===== config.mk =====
export PLATFORM = sky130hd
export DESIGN_NAME = pc_seq
export DESIGN_NICKNAME = d
export VERILOG_FILES = /design/src/rtl/pc_pkg.sv /design/src/rtl/pc_ras.sv /design/src/rtl/pc_seq.sv
export SDC_FILE = /design/constraint.sdc
export NUM_CORES = 1
export LEC_CHECK = 0
export BUFFER_PORTS_ARGS = -buffer_cell sky130_fd_sc_hd__buf_2
export CORE_MARGIN = 3
export CORE_UTILIZATION = 35
export DETAILED_ROUTE_END_ITERATION = 10
export GPL_TIMING_DRIVEN = 0
export PLACE_DENSITY = 0.67
export SYNTH_ARGS = -nofsm -noshare
export SYNTH_HDL_FRONTEND = slang
export SYNTH_HIERARCHICAL = 1
export SYNTH_SLANG_ARGS = --single-unit

===== constraint.sdc =====
create_clock -name clk -period 4.6 [get_ports clk]
set_input_delay 1.15 -clock clk [delete_from_list [all_inputs] [get_ports clk]]
set_output_delay 1.15 -clock clk [all_outputs]
set_load 0.02 [all_outputs]

===== src/rtl/pc_pkg.sv =====
// Shared types and helpers for the program-counter sequencer.
package pc_pkg;

  // Next-PC source, listed in decreasing priority.
  typedef enum logic [2:0] {
    SEL_HOLD,
    SEL_RET,
    SEL_CALL,
    SEL_ABS,
    SEL_REL,
    SEL_INC
  } pc_sel_t;

  // Sign-extend the low w bits of v to 32 bits (1 <= w <= 32).
  function automatic logic [31:0] sext(input logic [31:0] v, input int unsigned w);
    logic [31:0] r;
    r = v;
    for (int unsigned i = 0; i < 32; i++) begin
      if (i >= w) r[i] = v[w-1];
    end
    return r;
  endfunction

endpackage


===== src/rtl/pc_ras.sv =====
// Circular return-address stack. A push into a full stack overwrites the
// oldest entry and pulses ovf_o; a pop from an empty stack pulses udf_o.
module pc_ras
  import pc_pkg::*;
#(
  parameter int unsigned D         = 12,
  parameter int unsigned RAS_DEPTH = 4
) (
  input  logic         clk,
  input  logic         rst_n,
  input  logic         push_i,
  input  logic         pop_i,
  input  logic [D-1:0] push_data_i,
  output logic [D-1:0] top_o,
  output logic         empty_o,
  output logic         full_o,
  output logic         ovf_o,
  output logic         udf_o
);

  localparam int unsigned AW = $clog2(RAS_DEPTH);
  localparam logic [AW:0] FULL_CNT = (AW+1)'(RAS_DEPTH);

  logic [D-1:0]  mem_q [RAS_DEPTH];
  logic [AW-1:0] ptr_q, ptr_d;
  logic [AW:0]   cnt_q, cnt_d;

  assign empty_o = (cnt_q == '0);
  assign full_o  = (cnt_q == FULL_CNT);
  assign ovf_o   = push_i && full_o;
  assign udf_o   = pop_i && empty_o;
  // ptr_q points at the next free slot, so the newest entry sits just below it.
  assign top_o   = mem_q[ptr_q - 1'b1];

  // Pointer and occupancy update; a full push wraps onto the oldest slot.
  always_comb begin
    ptr_d = ptr_q;
    cnt_d = cnt_q;
    if (push_i) begin
      ptr_d = ptr_q + 1'b1;
      if (!full_o) cnt_d = cnt_q + 1'b1;
    end else if (pop_i && !empty_o) begin
      ptr_d = ptr_q - 1'b1;
      cnt_d = cnt_q - 1'b1;
    end
  end

  // Stack bookkeeping registers.
  always_ff @(posedge clk or negedge rst_n) begin
    if (!rst_n) begin
      ptr_q <= '0;
      cnt_q <= '0;
    end else begin
      ptr_q <= ptr_d;
      cnt_q <= cnt_d;
    end
  end

  // Entry storage; contents are meaningless while unoccupied, so no reset.
  always_ff @(posedge clk) begin
    if (push_i) mem_q[ptr_q] <= push_data_i;
  end

endmodule


===== src/rtl/pc_seq.sv =====
// Program counter for the fetch stage: increment, absolute and relative
// jumps, stall, one-cycle start-up hold, and call/return through a
// return-address stack when PC_RAS_EN is defined. Without PC_RAS_EN,
// call_en acts as an absolute jump and ret_en is ignored.
module pc_seq
  import pc_pkg::*;
#(
  parameter int unsigned  D         = 12,
  parameter int unsigned  OFFSET_W  = 8,
  parameter int unsigned  RAS_DEPTH = 4,
  parameter logic [D-1:0] RESET_VEC = '0
) (
  input  logic                clk,
  input  logic                reset,
  input  logic                stall,
  input  logic                absjump_en,
  input  logic                reljump_en,
  input  logic [OFFSET_W-1:0] offset,
  input  logic                call_en,
  input  logic                ret_en,
  input  logic [D-1:0]        target,
  output logic [D-1:0]        prog_ctr,
  output logic                ras_empty,
  output logic                ras_full,
  output logic                ras_err
);

  logic [D-1:0] pc_q, pc_d;
  logic [D-1:0] pc_inc, pc_rel, ret_pc;
  logic [31:0]  off_ext;
  logic         unused_ext;
  logic         started_q;
  pc_sel_t      sel;

  assign off_ext    = sext(32'(offset), OFFSET_W);
  assign unused_ext = ^off_ext;
  assign pc_inc     = pc_q + 1'b1;
  assign pc_rel     = pc_q + off_ext[D-1:0];
  assign prog_ctr   = pc_q;

`ifdef PC_RAS_EN
  logic [D-1:0] ras_top;
  logic         ras_empty_w, ras_full_w, ras_ovf, ras_udf;
  logic         err_q;

  pc_ras #(
    .D         (D),
    .RAS_DEPTH (RAS_DEPTH)
  ) u_ras (
    .clk         (clk),
    .rst_n       (reset),
    .push_i      (sel == SEL_CALL),
    .pop_i       (sel == SEL_RET),
    .push_data_i (pc_inc),
    .top_o       (ras_top),
    .empty_o     (ras_empty_w),
    .full_o      (ras_full_w),
    .ovf_o       (ras_ovf),
    .udf_o       (ras_udf)
  );

  // Underflowing return still advances sequentially.
  assign ret_pc    = ras_empty_w ? pc_inc : ras_top;
  assign ras_empty = ras_empty_w;
  assign ras_full  = ras_full_w;
  assign ras_err   = err_q;

  // Sticky stack-error flag, cleared only by reset.
  always_ff @(posedge clk or negedge reset) begin
    if (!reset) err_q <= 1'b0;
    else if (ras_ovf || ras_udf) err_q <= 1'b1;
  end
`else
  logic unused_ret;
  assign unused_ret = ret_en;
  assign ret_pc     = pc_inc;
  assign ras_empty  = 1'b1;
  assign ras_full   = 1'b0;
  assign ras_err    = 1'b0;
`endif

  // Priority select of the next-PC source.
  always_comb begin
    sel = SEL_INC;
    if (!started_q || stall) sel = SEL_HOLD;
`ifdef PC_RAS_EN
    else if (ret_en)         sel = SEL_RET;
`endif
    else if (call_en)        sel = SEL_CALL;
    else if (absjump_en)     sel = SEL_ABS;
    else if (reljump_en)     sel = SEL_REL;
  end

  // Next-PC mux.
  always_comb begin
    pc_d = pc_q;
    case (sel)
      SEL_RET:  pc_d = ret_pc;
      SEL_CALL: pc_d = target;
      SEL_ABS:  pc_d = target;
      SEL_REL:  pc_d = pc_rel;
      SEL_INC:  pc_d = pc_inc;
      default:  pc_d = pc_q;
    endcase
  end

  // PC and start-up hold registers.
  always_ff @(posedge clk or negedge reset) begin
    if (!reset) begin
      pc_q      <= RESET_VEC;
      started_q <= 1'b0;
    end else begin
      pc_q      <= pc_d;
      started_q <= 1'b1;
    end
  end

endmodule

After elaboration in Yosys (flattened, before gate mapping)
Cells that the tools add are included.

storage, ports and cells
  register bits after elaboration = 13
  bits of input ports = 27
  output and inout port bits = 15
  word-level logic and storage cells = 19

operators by class
  add/subtract/negate cells = 2
  eq/ne operators = 5
  multiplexer cells = 5
  reductions and logical operators = 5

operator list
  cell                     count
  $pmux W12 S3             1
  $add A12 B1 Y12 const B  1
  $add A12 B12 Y12         1
  $mux W3                  3
  $eq A3 B2 Y1 const B     2
  $eq A3 B3 Y1 const B     2
  $reduce_or A2 Y1         2
  $eq A3 B1 Y1 const B     1
  $reduce_bool A3 Y1       1
  $logic_not A1 Y1         1
  $logic_or A1 B1 Y1       1
  $mux W1                  1

Logic depth before layout (Yosys ltp)
  depth in word-level cells = 7
  gate-level depth with buffers = 12
  depth with buffers taken out = 12

Worst setup path before layout
Ideal clock, no wire load.

  path type = in2reg
  from = input reljump_en
  to = register pc_q[6], in the netlist prog_ctr[6]
  library setup time = 136 ps
  arrival time = 3273 ps
  required time = 4464 ps
  path slack = 1191 ps
  stages = 10
  path buffers = 0
  cell sequence = or3b_4 > nand2b_4 > and2_1 > ha_1 > nor2b_1 > o31a_1 > o21a_1 > or3_1 > a31oi_1 > o21ai_0

on the way
  cells in the longest elaborated chain, start to end = 7
  elaborated cells on any way between the ends = 13
  those cells by class = eq/ne: 5; mux: 5; reduce/logical: 3

ends and longest elaborated chain
  element                                             line           source
  from (decl)                                         pc_seq.sv:17   input logic reljump_en,
  $mux W1 *                                           pc_seq.sv:91   else if (reljump_en) sel = SEL_REL;
  $mux W3 *                                           pc_seq.sv:90   else if (absjump_en) sel = SEL_ABS;
  $mux W3 *                                           pc_seq.sv:89   else if (call_en) sel = SEL_CALL;
  $mux W3 *                                           pc_seq.sv:85   if (!started_q || stall) sel = SEL_HOLD;
  $eq A3 B3 Y1 (tied with other cells)                pc_seq.sv:97   case (sel)
  $reduce_or A2 Y1 (no source line)                   --
  $pmux W12 S3 or $reduce_bool A3 Y1 (tied branches)  --
  to (signal assigned)                                pc_seq.sv:113  pc_q <= pc_d;
  to (decl)                                           pc_seq.sv:28   logic [D-1:0] pc_q, pc_d;

Every way passes the cells marked *; elsewhere a longest branch is shown, timed or not.
A chain may end at the register's enable or synchronous reset.

Worst setup path in the final report
  from = input reljump_en
  to = register pc_q[8], in the netlist prog_ctr[8]

The elaborated chain is that of the path after synthesis.

==> flow_summary.ini <==
[run_status]
outcome = finished, final reports clean

[worst_setup_path]
cp_num_buf_inv = 1
cp.depth = 11
startpoint_type = input port
r2r_end = prog_ctr[8]$_DFFE_PN0P_
required_ns = 4.85
critical_path.top_delay_family = compound AO/OA/AOI/OAI gates
arrival_ns = 3.83
worstPathMaxFanout = 8
path_class = input port to register
r2r_slack_ns = 1.64
cp-end-kind = register
worst-r2r-cell-count = 10
reg2reg_from = started_q$_DFF_PN0_
crit_path_top_delay_cell = o41ai_1
slowest_delay_ns = 0.52
crit_chain = buf_2 -> or3b_4 -> nand2b_4 -> and2_1 -> ha_1 -> nor2b_1 -> o31a_1 -> o41ai_1 -> nor3_1 -> o21ai_0 -> o211a_1

[cts]
insertion_delay_ns = 0.30
h-tree-depth = 1
ctsResizeCount = 0
cts_buffers = 3
cts_num_sinks = 13
post_cts_buffers = 0
ctsHoldBuffers = 0
root_buffer = clkbuf_4
clk_pin_slew_ns = 0.10
cts_buffer_depth = 2
cts_tree = built

[hold_path]
hold_depth = 2
min_from = prog_ctr[6]$_DFFE_PN0P_
hold_end = prog_ctr[6]$_DFFE_PN0P_
hold_class = register to register

[final_layout]
most-common-layout-cells = 39 x buf_2, 13 x nand2_1, 13 x o21ai_0, 13 x dfrtp_1, 8 x and2_1
area_growth_pct = 22.1
multi_input_area_um2 = 856
nFillCells = 361
finalNonFillerCells = 237
ff_latch_area_um2 = 325
n_antenna_cell = 0
post-route-util = 0.473
fin_nets = 229
drive_gt1_frac = 0.275
final_common_cell = buf_2

[placement]
place_inst = 233
hpwl_um = 2460
numPortBuffers = 37
place_congestion = 0.808

[logic_synthesis]
yosysWarnings = 6
yosysSeqAreaShare = 0.262
synthArstFlopShare = 1.00
synth_edf_count = 0
synth_cell_types = 48
synth.top_cells.by_area = dfrtp_1 26%, ha_1 7.1%, o21ai_0 5.2%
synth_fa_ha_area_frac = 0.0868
synthXorXnorAreaFrac = 0.0141
synth.top_cell.area_share = 0.262
synth.avg_cell_area_um2 = 8.27
netlist_instances = 150
synth_top_family_by_area = compound AO/OA/AOI/OAI gates
synth_ff_type = dfrtp_1
syn_area_um2 = 1240
synth_compound_area_frac = 0.300
synth.area.mux_share = 0.0323
yosys.area.top_type = dfrtp_1
ys_ff_latch = 13
yosys.area_share.simple = 0.245

[floorplanning]
rows = 20
die_x_um = 65.5
ios = 42
start_util = 0.387
die_h_um = 65.5
dieArea_um2 = 4290
coreArea_um2 = 3200

[detailed_routing]
drt_iter0_markers = 58
drc = 0
viasPerCell = 5.35
ant_nets = 0
wl_per_cell_um = 13.7
drt_first_pass_iters = 4
via_count = 1269
routed_wl_um = 3240

[sta]
relSlewSlack = 0.599
finalCriticalPeriod_ns = 3.59
period_share = 0.780
slew_violations = 0
tightest_slew_ns = 0.594
max_clock_freq_mhz = 279
final_hold_viol_count = 0
setup_viol = 0
fin_skew_ns = 0.00591
rsz0062_at_grt = no
fin_setup_tns_ns = 0

[global_routing]
grt_pass1_vias = 1212
grt_max_degree = 14
grt.total_usage = 0.160
antenna_found_initial = 0
grt_pass1_wl_um = 5460
overflow = 0

[job]
cap_violations = 0

[power]
p_leak_nw = 0.689
powerDensity_nw_per_um2 = 365
ir_drop_uv = 148
-- routing by layer --
| metal | vias up | GRT usage | part of all wire |
|---|---|---|---|
| met1 | 578 | 0.209 | 0.45 |
| met5 | - | 0 | 0 |
| met2 | 42 | 0.259 | 0.46 |
| li1 | 644 | - | - |
| met3 | 5 | 0.0342 | 0.074 |
| met4 | 0 | 0.0570 | 0.015 |
-- how the worst max path moves through the flow --
stage,end,slack [ns],startpoint
after floorplan,prog_ctr[6]$_DFFE_PN0P_,1.19,reljump_en
after global placement,prog_ctr[8]$_DFFE_PN0P_,0.77,reljump_en
after detailed placement,prog_ctr[8]$_DFFE_PN0P_,0.75,reljump_en
after CTS,prog_ctr[8]$_DFFE_PN0P_,1.05,reljump_en
after global routing,prog_ctr[8]$_DFFE_PN0P_,0.83,reljump_en
final,prog_ctr[8]$_DFFE_PN0P_,1.01,reljump_en
-- cell usage after synthesis, types with 2 or more instances --
library cell,number
o21ai_0,13
a211oi_1,7
o211a_1,2
nand2_1,13
conb_1,2
inv_1,3
buf_2,2
a221o_1,2
xnor2_1,2
mux2i_1,4
nor2_1,5
ha_1,7
nand2b_1,3
nor3_1,6
o21a_1,3
a22oi_1,3
or4_1,2
and2_1,8
o31ai_1,4
nor2b_1,3
o21ai_1,2
clkbuf_1,6
dfrtp_1,13
buf_4,3
nand3_1,4
a21oi_1,6
-- state kept, by name (all words and copies together) (netlist names) --
name,count
prog_ctr,12
started_q,1
-- power by group --
| group | leakage (nW) | internal, W | total [W] | switching [W] |
|---|---|---|---|---|
| registers | 0.156 | 0.000142 | 0.000164 | 0.0000226 |
| clock network | 0.0150 | 0.0000338 | 0.0000814 | 0.0000475 |
| logic | 0.518 | 0.000128 | 0.000307 | 0.000180 |
-- area by class of cell --
class / instances / share of cell area
flip-flops and latches: 13 / 0.215
inverters: 3 / 0.00744
repair buffers: 37 / 0.122
clock buffers: 4 / 0.0174
multi-input cells: 125 / 0.565
well taps: 44 / 0.0364
plain buffers: 11 / 0.0364
-- through the flow --
step	power (W)	instance area (µm²)	hold WS [ns]	setup slack (ns)
6_report	0.000553	1510	0.521	1.01
5_1_grt	0.000596	1510	0.553	0.832
4_1_cts	0.000553	1510	0.529	1.05
3_5_place_dp	0.000472	1490	0.506	0.752
3_3_place_gp	0.000470	1490	0.499	0.770
2_1_floorplan	0.000391	1250	0.611	1.19
-- cells by family (layout without fill, tap and decap cells) --
group	Yosys count	count (layout)
AOI/OAI and AO/OA	54	54
xor gates and xnor gates	2	2
adders and majority gates	8	8
buffers and inverters	14	55
DFF	13	13
muxes	4	4
other	2	4
and+or+nand+nor	53	53
-- worst min-delay path, cell delays in order, from the launching register on --
cell     delay (ns)
dfrtp_1        0.38
nand2_1        0.05
o21ai_0        0.06
Note: power is estimated with default switching activity, not from simulation.
